File: src/rtl/io_bus_pkg.sv
// Shared constants for the I/O bus responder: register offsets and interrupt bit positions.
// Pure declarations, no logic, no latency.
// No flow control; consumed by the responder top and its FIFO.
package io_bus_pkg;

    // Register offsets inside the 16-byte window
    localparam logic [3:0] OFS_OUT    = 4'd0;
    localparam logic [3:0] OFS_IN     = 4'd1;
    localparam logic [3:0] OFS_STATUS = 4'd2;
    localparam logic [3:0] OFS_RELOAD = 4'd3;
    localparam logic [3:0] OFS_MASK   = 4'd4;
    localparam logic [3:0] OFS_ACK    = 4'd5;

    // Interrupt / pending bit positions
    localparam int IRQ_TIMER = 0;
    localparam int IRQ_FIFO  = 1;
    localparam int IRQ_OVF   = 2;

    // STATUS only has a 3-bit count field; larger occupancies read as 7
    function automatic logic [2:0] sat_count3(input int unsigned c);
        return (c > 32'd7) ? 3'd7 : c[2:0];
    endfunction

endpackage

File: src/rtl/fifo_sync.sv
// Single-clock FIFO holding external input bytes; head is visible combinationally.
// Latency: a pushed entry is readable at the head one cycle after the push edge.
// Backpressure: push is refused when full unless a pop happens in the same cycle; pop on empty is ignored.
module fifo_sync #(
    parameter int WIDTH = 8,
    parameter int DEPTH = 4
) (
    input  logic                       clk,
    input  logic                       reset,
    input  logic                       push_i,
    input  logic                       pop_i,
    input  logic [WIDTH-1:0]           data_i,
    output logic [WIDTH-1:0]           head_o,
    output logic                       full_o,
    output logic                       empty_o,
    output logic [$clog2(DEPTH):0]     count_o
);

    localparam int AW = $clog2(DEPTH);
    localparam int CW = AW + 1;

    logic [WIDTH-1:0] mem_q [DEPTH];
    logic [AW-1:0]    wr_ptr_q, wr_ptr_d;
    logic [AW-1:0]    rd_ptr_q, rd_ptr_d;
    logic [CW-1:0]    count_q, count_d;
    logic             push_ok, pop_ok;

    assign full_o  = (count_q == CW'(DEPTH));
    assign empty_o = (count_q == '0);
    assign count_o = count_q;
    assign head_o  = mem_q[rd_ptr_q];

    // A pop frees the slot the push needs, so push+pop at full both succeed
    assign pop_ok  = pop_i & ~empty_o;
    assign push_ok = push_i & (~full_o | pop_ok);

    // Pointer and occupancy next-state; DEPTH is a power of two so pointers wrap naturally
    always_comb begin
        wr_ptr_d = wr_ptr_q;
        rd_ptr_d = rd_ptr_q;
        count_d  = count_q;
        if (push_ok) wr_ptr_d = wr_ptr_q + 1'b1;
        if (pop_ok)  rd_ptr_d = rd_ptr_q + 1'b1;
        case ({push_ok, pop_ok})
            2'b10:   count_d = count_q + 1'b1;
            2'b01:   count_d = count_q - 1'b1;
            default: count_d = count_q;
        endcase
    end

    // Pointer and occupancy registers
    always_ff @(posedge clk) begin
        if (reset) begin
            wr_ptr_q <= '0;
            rd_ptr_q <= '0;
            count_q  <= '0;
        end else begin
            wr_ptr_q <= wr_ptr_d;
            rd_ptr_q <= rd_ptr_d;
            count_q  <= count_d;
        end
    end

    // Storage; contents need no reset since occupancy gates every read
    always_ff @(posedge clk) begin
        if (push_ok) mem_q[wr_ptr_q] <= data_i;
    end

endmodule

File: src/rtl/io_bus_responder.sv
// Memory-mapped I/O responder: output port, input-byte FIFO, reload timer and masked interrupts.
// Latency: reads are combinational in the bus cycle; writes and pops commit at the closing edge.
// Backpressure: dato_ext_ready drops when the FIFO is full; a byte offered while full with no pop is dropped and flagged.
module io_bus_responder
    import io_bus_pkg::*;
#(
    parameter logic [15:0] BASE_ADDR  = 16'hFF00,
    parameter int          FIFO_DEPTH = 4,
    parameter int          PRESCALE   = 4
) (
    input  logic        clk,
    input  logic        reset,
    input  logic        enable_whisbone,
    input  logic        rd,
    input  logic        wr,
    input  logic [15:0] dir,
    input  logic [7:0]  salidaDispositivo,
    output logic [7:0]  entradaDispositivo,
    output logic [2:0]  interrupciones,
    output logic [7:0]  puerto_salida,
    input  logic [7:0]  dato_ext,
    input  logic        dato_ext_valid,
    output logic        dato_ext_ready
);

    localparam int CW = $clog2(FIFO_DEPTH) + 1;
    localparam int PW = (PRESCALE > 1) ? $clog2(PRESCALE) : 1;

    logic          sel, rd_en, wr_en;
    logic [3:0]    offset;
    logic [7:0]    out_q, out_d;
    logic [7:0]    reload_q, reload_d;
    logic [2:0]    mask_q, mask_d;
    logic [7:0]    counter_q, counter_d;
    logic [PW-1:0] presc_q, presc_d;
    logic          pend_tmr_q, pend_tmr_d;
    logic          pend_ovf_q, pend_ovf_d;
    logic [2:0]    pend;
    logic          tick, fire;
    logic          pop_req, pop_ok, overflow;
    logic          fifo_full, fifo_empty;
    logic [7:0]    fifo_head;
    logic [CW-1:0] fifo_count;
    logic [7:0]    status;
    logic [7:0]    rd_data;

    // Bus decode; a simultaneous rd+wr is treated as a write only
    assign sel     = enable_whisbone & (dir[15:4] == BASE_ADDR[15:4]);
    assign offset  = dir[3:0];
    assign wr_en   = sel & wr;
    assign rd_en   = sel & rd & ~wr;
    assign pop_req = rd_en & (offset == OFS_IN);
    assign pop_ok  = pop_req & ~fifo_empty;

    // A byte is lost only when the FIFO is full and no pop makes room this cycle
    assign overflow = dato_ext_valid & fifo_full & ~pop_ok;

    fifo_sync #(
        .WIDTH (8),
        .DEPTH (FIFO_DEPTH)
    ) u_fifo (
        .clk     (clk),
        .reset   (reset),
        .push_i  (dato_ext_valid),
        .pop_i   (pop_req),
        .data_i  (dato_ext),
        .head_o  (fifo_head),
        .full_o  (fifo_full),
        .empty_o (fifo_empty),
        .count_o (fifo_count)
    );

    // Pending vector: timer and overflow are sticky, FIFO bit is a live level
    always_comb begin
        pend            = '0;
        pend[IRQ_TIMER] = pend_tmr_q;
        pend[IRQ_FIFO]  = ~fifo_empty;
        pend[IRQ_OVF]   = pend_ovf_q;
    end

    assign status = {pend, fifo_full, fifo_empty, sat_count3(32'(fifo_count))};

    // Read-data mux, valid only during a selected read
    always_comb begin
        rd_data = 8'h00;
        if (rd_en) begin
            case (offset)
                OFS_OUT:    rd_data = out_q;
                OFS_IN:     rd_data = fifo_empty ? 8'h00 : fifo_head;
                OFS_STATUS: rd_data = status;
                OFS_RELOAD: rd_data = reload_q;
                OFS_MASK:   rd_data = {5'b0, mask_q};
                default:    rd_data = 8'h00;
            endcase
        end
    end

    // Outputs forced quiet while reset is held, even before the first reset edge
    assign entradaDispositivo = reset ? 8'h00 : rd_data;
    assign puerto_salida      = reset ? 8'h00 : out_q;
    assign interrupciones     = reset ? 3'b000 : (pend & mask_q);
    assign dato_ext_ready     = ~reset & ~fifo_full;

    // Timer: prescaler produces a tick every PRESCALE cycles; counter reloads on expiry
    always_comb begin
        tick      = (reload_q != 8'h00) && (presc_q == PW'(PRESCALE - 1));
        fire      = tick && (counter_q == 8'd1);
        presc_d   = presc_q;
        counter_d = counter_q;
        if (reload_q != 8'h00) begin
            presc_d = (presc_q == PW'(PRESCALE - 1)) ? '0 : presc_q + 1'b1;
        end
        if (tick) begin
            counter_d = fire ? reload_q : counter_q - 8'd1;
        end
        if (wr_en && (offset == OFS_RELOAD) && (salidaDispositivo != 8'h00)) begin
            counter_d = salidaDispositivo;
            presc_d   = '0;
        end
    end

    // Register-file writes and sticky pending bits; a new event beats a same-cycle acknowledge
    always_comb begin
        out_d      = out_q;
        reload_d   = reload_q;
        mask_d     = mask_q;
        pend_tmr_d = pend_tmr_q;
        pend_ovf_d = pend_ovf_q;
        if (wr_en) begin
            case (offset)
                OFS_OUT:    out_d    = salidaDispositivo;
                OFS_RELOAD: reload_d = salidaDispositivo;
                OFS_MASK:   mask_d   = salidaDispositivo[2:0];
                OFS_ACK: begin
                    if (salidaDispositivo[IRQ_TIMER]) pend_tmr_d = 1'b0;
                    if (salidaDispositivo[IRQ_OVF])   pend_ovf_d = 1'b0;
                end
                default: ;
            endcase
        end
        if (fire)     pend_tmr_d = 1'b1;
        if (overflow) pend_ovf_d = 1'b1;
    end

    // State registers
    always_ff @(posedge clk) begin
        if (reset) begin
            out_q      <= 8'h00;
            reload_q   <= 8'h00;
            mask_q     <= 3'b000;
            counter_q  <= 8'h00;
            presc_q    <= '0;
            pend_tmr_q <= 1'b0;
            pend_ovf_q <= 1'b0;
        end else begin
            out_q      <= out_d;
            reload_q   <= reload_d;
            mask_q     <= mask_d;
            counter_q  <= counter_d;
            presc_q    <= presc_d;
            pend_tmr_q <= pend_tmr_d;
            pend_ovf_q <= pend_ovf_d;
        end
    end

endmodule

File: config.mk
export PLATFORM = sky130hd
export DESIGN_NAME = io_bus_responder
export DESIGN_NICKNAME = d
export VERILOG_FILES = /design/src/rtl/io_bus_pkg.sv /design/src/rtl/fifo_sync.sv /design/src/rtl/io_bus_responder.sv
export SDC_FILE = /design/constraint.sdc
export NUM_CORES = 1
export LEC_CHECK = 0
export CORE_MARGIN = 5
export CORE_UTILIZATION = 58
export DETAILED_ROUTE_END_ITERATION = 8
export PLACE_DENSITY = 0.86
export SYNTH_ARGS = -nofsm -noshare
export SYNTH_HDL_FRONTEND = slang
export SYNTH_SLANG_ARGS = --single-unit
export TNS_END_PERCENT = 30
File: constraint.sdc
create_clock -name clk -period 5.15 [get_ports clk]
set_clock_uncertainty 0.05 [all_clocks]
set_input_delay 1.03 -clock clk [delete_from_list [all_inputs] [get_ports clk]]
set_output_delay 1.03 -clock clk [all_outputs]
set_load 0.03 [all_outputs]
# Yosys cells after proc, flatten, opt, wreduce, memory -nomap -nowiden
# Memories as Yosys holds them, arrays and structs flattened. A register that Yosys moved wholly into a read port is not among the register bits.
# Cells that the tools add are included.
# totals
regBits	38
ramBits	32
input_bits	38
out_inout_bits	20
word_cells	90
mem_count	1
# classes
add_sub_neg	6
eq_ne	11
mux	23
bitwise	17
n_reduce_logical	22
# mem_list
memory	depth	word_bits	rd	rd_ports_with_merged_regs	wr	line	text
u_fifo.mem_q	4	8	1	1	1	fifo_sync.sv:22	logic [WIDTH-1:0] mem_q [DEPTH];
# op_table
operator	count
$mux W8	7
$pmux W8 S5	1
$reduce_bool A2 Y1	8
$reduce_bool A8 Y1	2
$eq A12 B12 Y1 const B	1
$and A1 B1 Y1	10
$mux W1	10
$eq A4 B2 Y1 const B	2
$eq A4 B3 Y1 const B	2
$eq A8 B1 Y1 const B	1
$sub A8 B1 Y8 const B	1
$add A2 B1 Y2 const B	3
$mux W2	3
$pmux W3 S2	1
$reduce_and A2 Y1	3
$reduce_and A3 Y1	2
$not A1 Y1	5
$eq A2 B2 Y1 const B	2
$eq A4 B1 Y1 const B	1
$logic_and A1 B1 Y1	4
$logic_not A4 Y1	1
$add A3 B1 Y3 const B	1
$and A3 B3 Y3	1
$eq A3 B3 Y1 const B	1
6 further kinds	6

# Depth between registers and ports, before layout
# logic_depth
depth_word	10
mapped_depth	9
ltp_nobuf	7

# Cells and area by module
# Synthesis repeated with hierarchy kept, for this count alone.
# hier_totals
cells_unflattened	362
area_unflattened_um2	3661.0
# modules_own_cells
mod	instances	cells_each	area_per_inst_um2	seq_area_each_um2
io_bus_responder	1	266	2015.7	620.6
fifo_sync	1	96	1645.3	1141.1

# Worst setup path before layout
# OpenSTA, ideal clock, no wires.
# synth_path
kind	in2out
start	input dir[5]
end	output entradaDispositivo[0]
arrival_ns	2.443
t_required_ns	4.070
path_slack_ns	1.627
stages	4
n_path_buf	0
cell_sequence	nand4b_1 -> nor4_4 -> nand4_1 -> nor2_1
# synth_via
elab_chain_cells	6
# synth_rtl
item	line	text
start, declared	io_bus_responder.sv:16	input logic [15:0] dir,
$eq A12 B12 Y1	io_bus_responder.sv:48	assign sel = enable_whisbone & (dir[15:4] == BASE_ADDR[15:4]);
$and A1 B1 Y1	io_bus_responder.sv:48	
$and A1 B1 Y1 (2 in series)	io_bus_responder.sv:51	assign rd_en = sel & rd & ~wr;
$mux W8	io_bus_responder.sv:86	if (rd_en) begin
$mux W8	io_bus_responder.sv:99	assign entradaDispositivo = reset ? 8'h00 : rd_data;
end, declared	io_bus_responder.sv:18	output logic [7:0] entradaDispositivo,
# No other way between the ends.

# Worst setup path after layout
# layout_path
start	input dir[9]
end	output entradaDispositivo[5]
# Same word-level chain as after synthesis.

==> results.sh <==
export IMPL_worstReg2RegEnd="u_fifo.mem_q[0][6]"
export IMPL_die_y_um=88.95
export IMPL_pre_cts_ws_ns=0.4808
export IMPL_die_w_um=88.95
export IMPL_final_cell_mix="clkdlybuf4s50_1, nand2_1, dfxtp_1"
export IMPL_hold_end="presc_q[1]"
export IMPL_ys_seq_area_share_pct=48.74
export IMPL_cts_root_buf="clkbuf_8"
export IMPL_ff2ff_setup_slack_ns=2.68
export IMPL_gp_congestion=0.8553
export IMPL_cts_tree="done"
export IMPL_cp_start_kind="input port"
export IMPL_ys_warn_count=0
export IMPL_period_minus_slack_ns=4.680
export IMPL_fp_coreArea_um2=5991
export IMPL_async_reset_ff_share_pct=0
export IMPL_grt_overflow_total=0
export IMPL_fin_ws_ns=0.4704
export IMPL_start_util_pct=60.34
export IMPL_synth_edff_count=32
export IMPL_rows=28
export IMPL_firstDrtPassIters=5
export IMPL_power_frac_seq_pct=53.2
export IMPL_drive_gt1_share_pct=9.639
export IMPL_grt_usage_pct=24.51
export IMPL_dp_hpwl_um=6622
export IMPL_grt_max_degree=56
export IMPL_clkPwrFrac_pct=38.5
export IMPL_fillers=410
export IMPL_syn_area_um2=3615
export IMPL_placed_cells=474
export IMPL_synth_ff_type="dfxtp_1"
export IMPL_ctsResizeCount=0
export IMPL_cts_clk_slew_worst_paths_ns=0.08
export IMPL_regArea_um2=1762
export IMPL_setup_viol=0
export IMPL_combPwrFrac_pct=8.4
export IMPL_syn_to_final_growth_pct=21.98
export IMPL_worstPathMaxFanout=8
export IMPL_layout_commonest_cell="clkdlybuf4s50_1"
export IMPL_r2r_cells=5
export IMPL_wirelength_um=8993
export IMPL_p_leak_nw=1.492
export IMPL_vias=3025
export IMPL_post_route_util_pct=73.60
export IMPL_cp_end_kind="output pin"
export IMPL_fin_tns_setup_ns=0
export IMPL_io_pins=58
export IMPL_final_period_utilization_pct=90.87
export IMPL_fmax_mhz=213.7
export IMPL_htreeDepth=3
export IMPL_whs_path_depth=2
export IMPL_layoutNonFillerInstCount=490
export IMPL_fin_area_um2=4409
export IMPL_port_buffers=57
export IMPL_grt_first_pass_wirelength_um=14580
export IMPL_sw_frac_of_total_pct=24.14
export IMPL_synth_area_per_cell_um2=10.15
export IMPL_drv_cap=0
export IMPL_numCtsBuffers=9
export IMPL_drt_first_iter_violations=259
export IMPL_max_vdd_ir_drop_mv=0.2748
export IMPL_nets=456
export IMPL_ys_seq_elements=72
export IMPL_worstMarginPinSlew_ns=0.9425
export IMPL_max_slew_margin_pct=37.03
export IMPL_crit_type="input port to output pin"
export IMPL_place_area_um2=4214
export IMPL_grt_pass1_vias=2946
export IMPL_drc=0
export IMPL_status="finished, final reports clean"
export IMPL_rsz0062_at_grt="false"
export IMPL_hp_class="flop to flop"
export IMPL_clock_sinks=72
export IMPL_syn_inst=356
export IMPL_critPathArrivalTime_ns=3.60
export IMPL_diodes=0
export IMPL_switchingPower_w=0.0002807
export IMPL_hold_path_startpoint="presc_q[1]"
export IMPL_drv_slew=0
export IMPL_multi_input_area_um2=1737
export IMPL_antenna_found_initial=0
export IMPL_cts_setup_buffers=0
export IMPL_synth_nets=402
export IMPL_critPathRequiredTime_ns=4.07
export IMPL_clk_latency_ns=0.35
export IMPL_wl_per_cell_um=18.35
export IMPL_vias_per_cell=6.173
export IMPL_clockBufferDepth=2
export IMPL_ant_nets=0
export IMPL_r2r_start="u_fifo.count_o[1]"
export IMPL_die_area_um2=7911
export IMPL_synthDistinctLibCells=55
export IMPL_hold_viol_final=0
export IMPL_hold_buffers=0
export IMPL_p_per_area_nw_per_um2=263.7
export IMPL_intPower_w=0.0008822
-- per-layer routing --
| metal | GRT usage [%] | up-vias | share of wire, % |
|---|---|---|---|
| met5 | 0 | - | 0 |
| met3 | 4.424 | 31 | 7.0 |
| met4 | 12.04 | 0 | 3.5 |
| met2 | 39.47 | 140 | 49 |
| met1 | 32.09 | 1438 | 41 |
| li1 | - | 1416 | - |
-- worst max-delay path by stage --
| stage | from | endpoint | slack [ns] | cells past startpoint |
|---|---|---|---|---|
| finish | dir[9] | entradaDispositivo[5] | 0.47 | 6 |
| floorplan | dir[5] | entradaDispositivo[0] | 1.63 | 4 |
| detailed placement | dir[9] | entradaDispositivo[5] | 0.48 | 6 |
| global placement | dir[5] | entradaDispositivo[6] | 0.63 | 6 |
| global route | dir[13] | entradaDispositivo[5] | 0.32 | 6 |
| CTS | dir[9] | entradaDispositivo[5] | 0.48 | 6 |
-- layout make-up --
cell class              count  share of cell area, %
multi-input cells         257                  39.39
flip-flops and latches     72                  39.95
clock buffers               9                  2.809
well taps                  75                  2.128
repair buffers             59                  13.17
inverters                  11                 0.9364
clock inverters             7                  1.617
-- Yosys cell counts, types with 5 or more instances --
master | n | area, um^2
dfxtp_1 | 40 | 800.8
nand2_1 | 40 | 150.1
a21oi_1 | 32 | 160.2
edfxtp_1 | 32 | 960.9
nor2_1 | 32 | 120.1
nand3_1 | 16 | 80.08
mux2i_1 | 15 | 150.1
inv_1 | 11 | 41.29
nor2b_1 | 11 | 68.82
o21ai_0 | 9 | 45.04
mux4_2 | 8 | 180.2
and2_1 | 7 | 43.79
ha_1 | 7 | 87.58
clkbuf_1 | 6 | 22.52
nor4_1 | 6 | 37.54
a22oi_1 | 5 | 37.54
buf_1 | 5 | 18.77
nand4b_1 | 5 | 43.79
nor3_1 | 5 | 25.02
o22ai_1 | 5 | 31.28
-- cell families (layout without fill, tap and decap cells) --
family,after synthesis,in the layout,share of synthesized area (%)
AO/OA/AOI/OAI,75,75,13.22
multiplexers,26,26,10.07
adder cells (fa/ha/maj),8,8,2.977
XOR/XNOR,2,2,0.4847
AND/OR/NAND/NOR,146,146,21.29
buffers and inverters,27,86,3.219
flip-flops,72,72,48.74
-- per-stage QoR --
step,hold WS (ns),total power (W)
final,0.4239,0.001163
after global routing,0.4594,0.001200
after CTS,0.4241,0.001167
after detailed placement,0.4121,0.0007279
after global placement,0.3986,0.0007240
after floorplan,0.3896,0.0006778
-- sequential cells by signal, indices dropped and copies added (netlist names), named ones only --
name / cells
u_fifo.rd_ptr_q: 2
u_fifo.count_o: 3
reload_q: 8
u_fifo.wr_ptr_q: 2
pend_tmr_q: 1
u_fifo.mem_q: 32
counter_q: 8
out_q: 8
mask_q: 3
presc_q: 2
pend_ovf_q: 1
-- critical path, stage by stage --
cell and delay (ns):
clkdlybuf4s50_1 0.46, nand4b_1 0.17, nor4_4 0.50, nand4_1 0.47
nor2_1 0.24, clkdlybuf4s50_1 0.72
-- power by group through the flow --
stage | Clock [W] | Sequential (W) | Combinational (W)
CTS | 0.000452 | 0.000618 | 0.0000973
detailed placement | 0 | 0.000631 | 0.0000965
global placement | 0 | 0.000630 | 0.0000939
finish | 0.000447 | 0.000618 | 0.0000974
floorplan | 0 | 0.000629 | 0.0000484
global route | 0.000473 | 0.000620 | 0.000107
(Power assumes the default switching activity.)
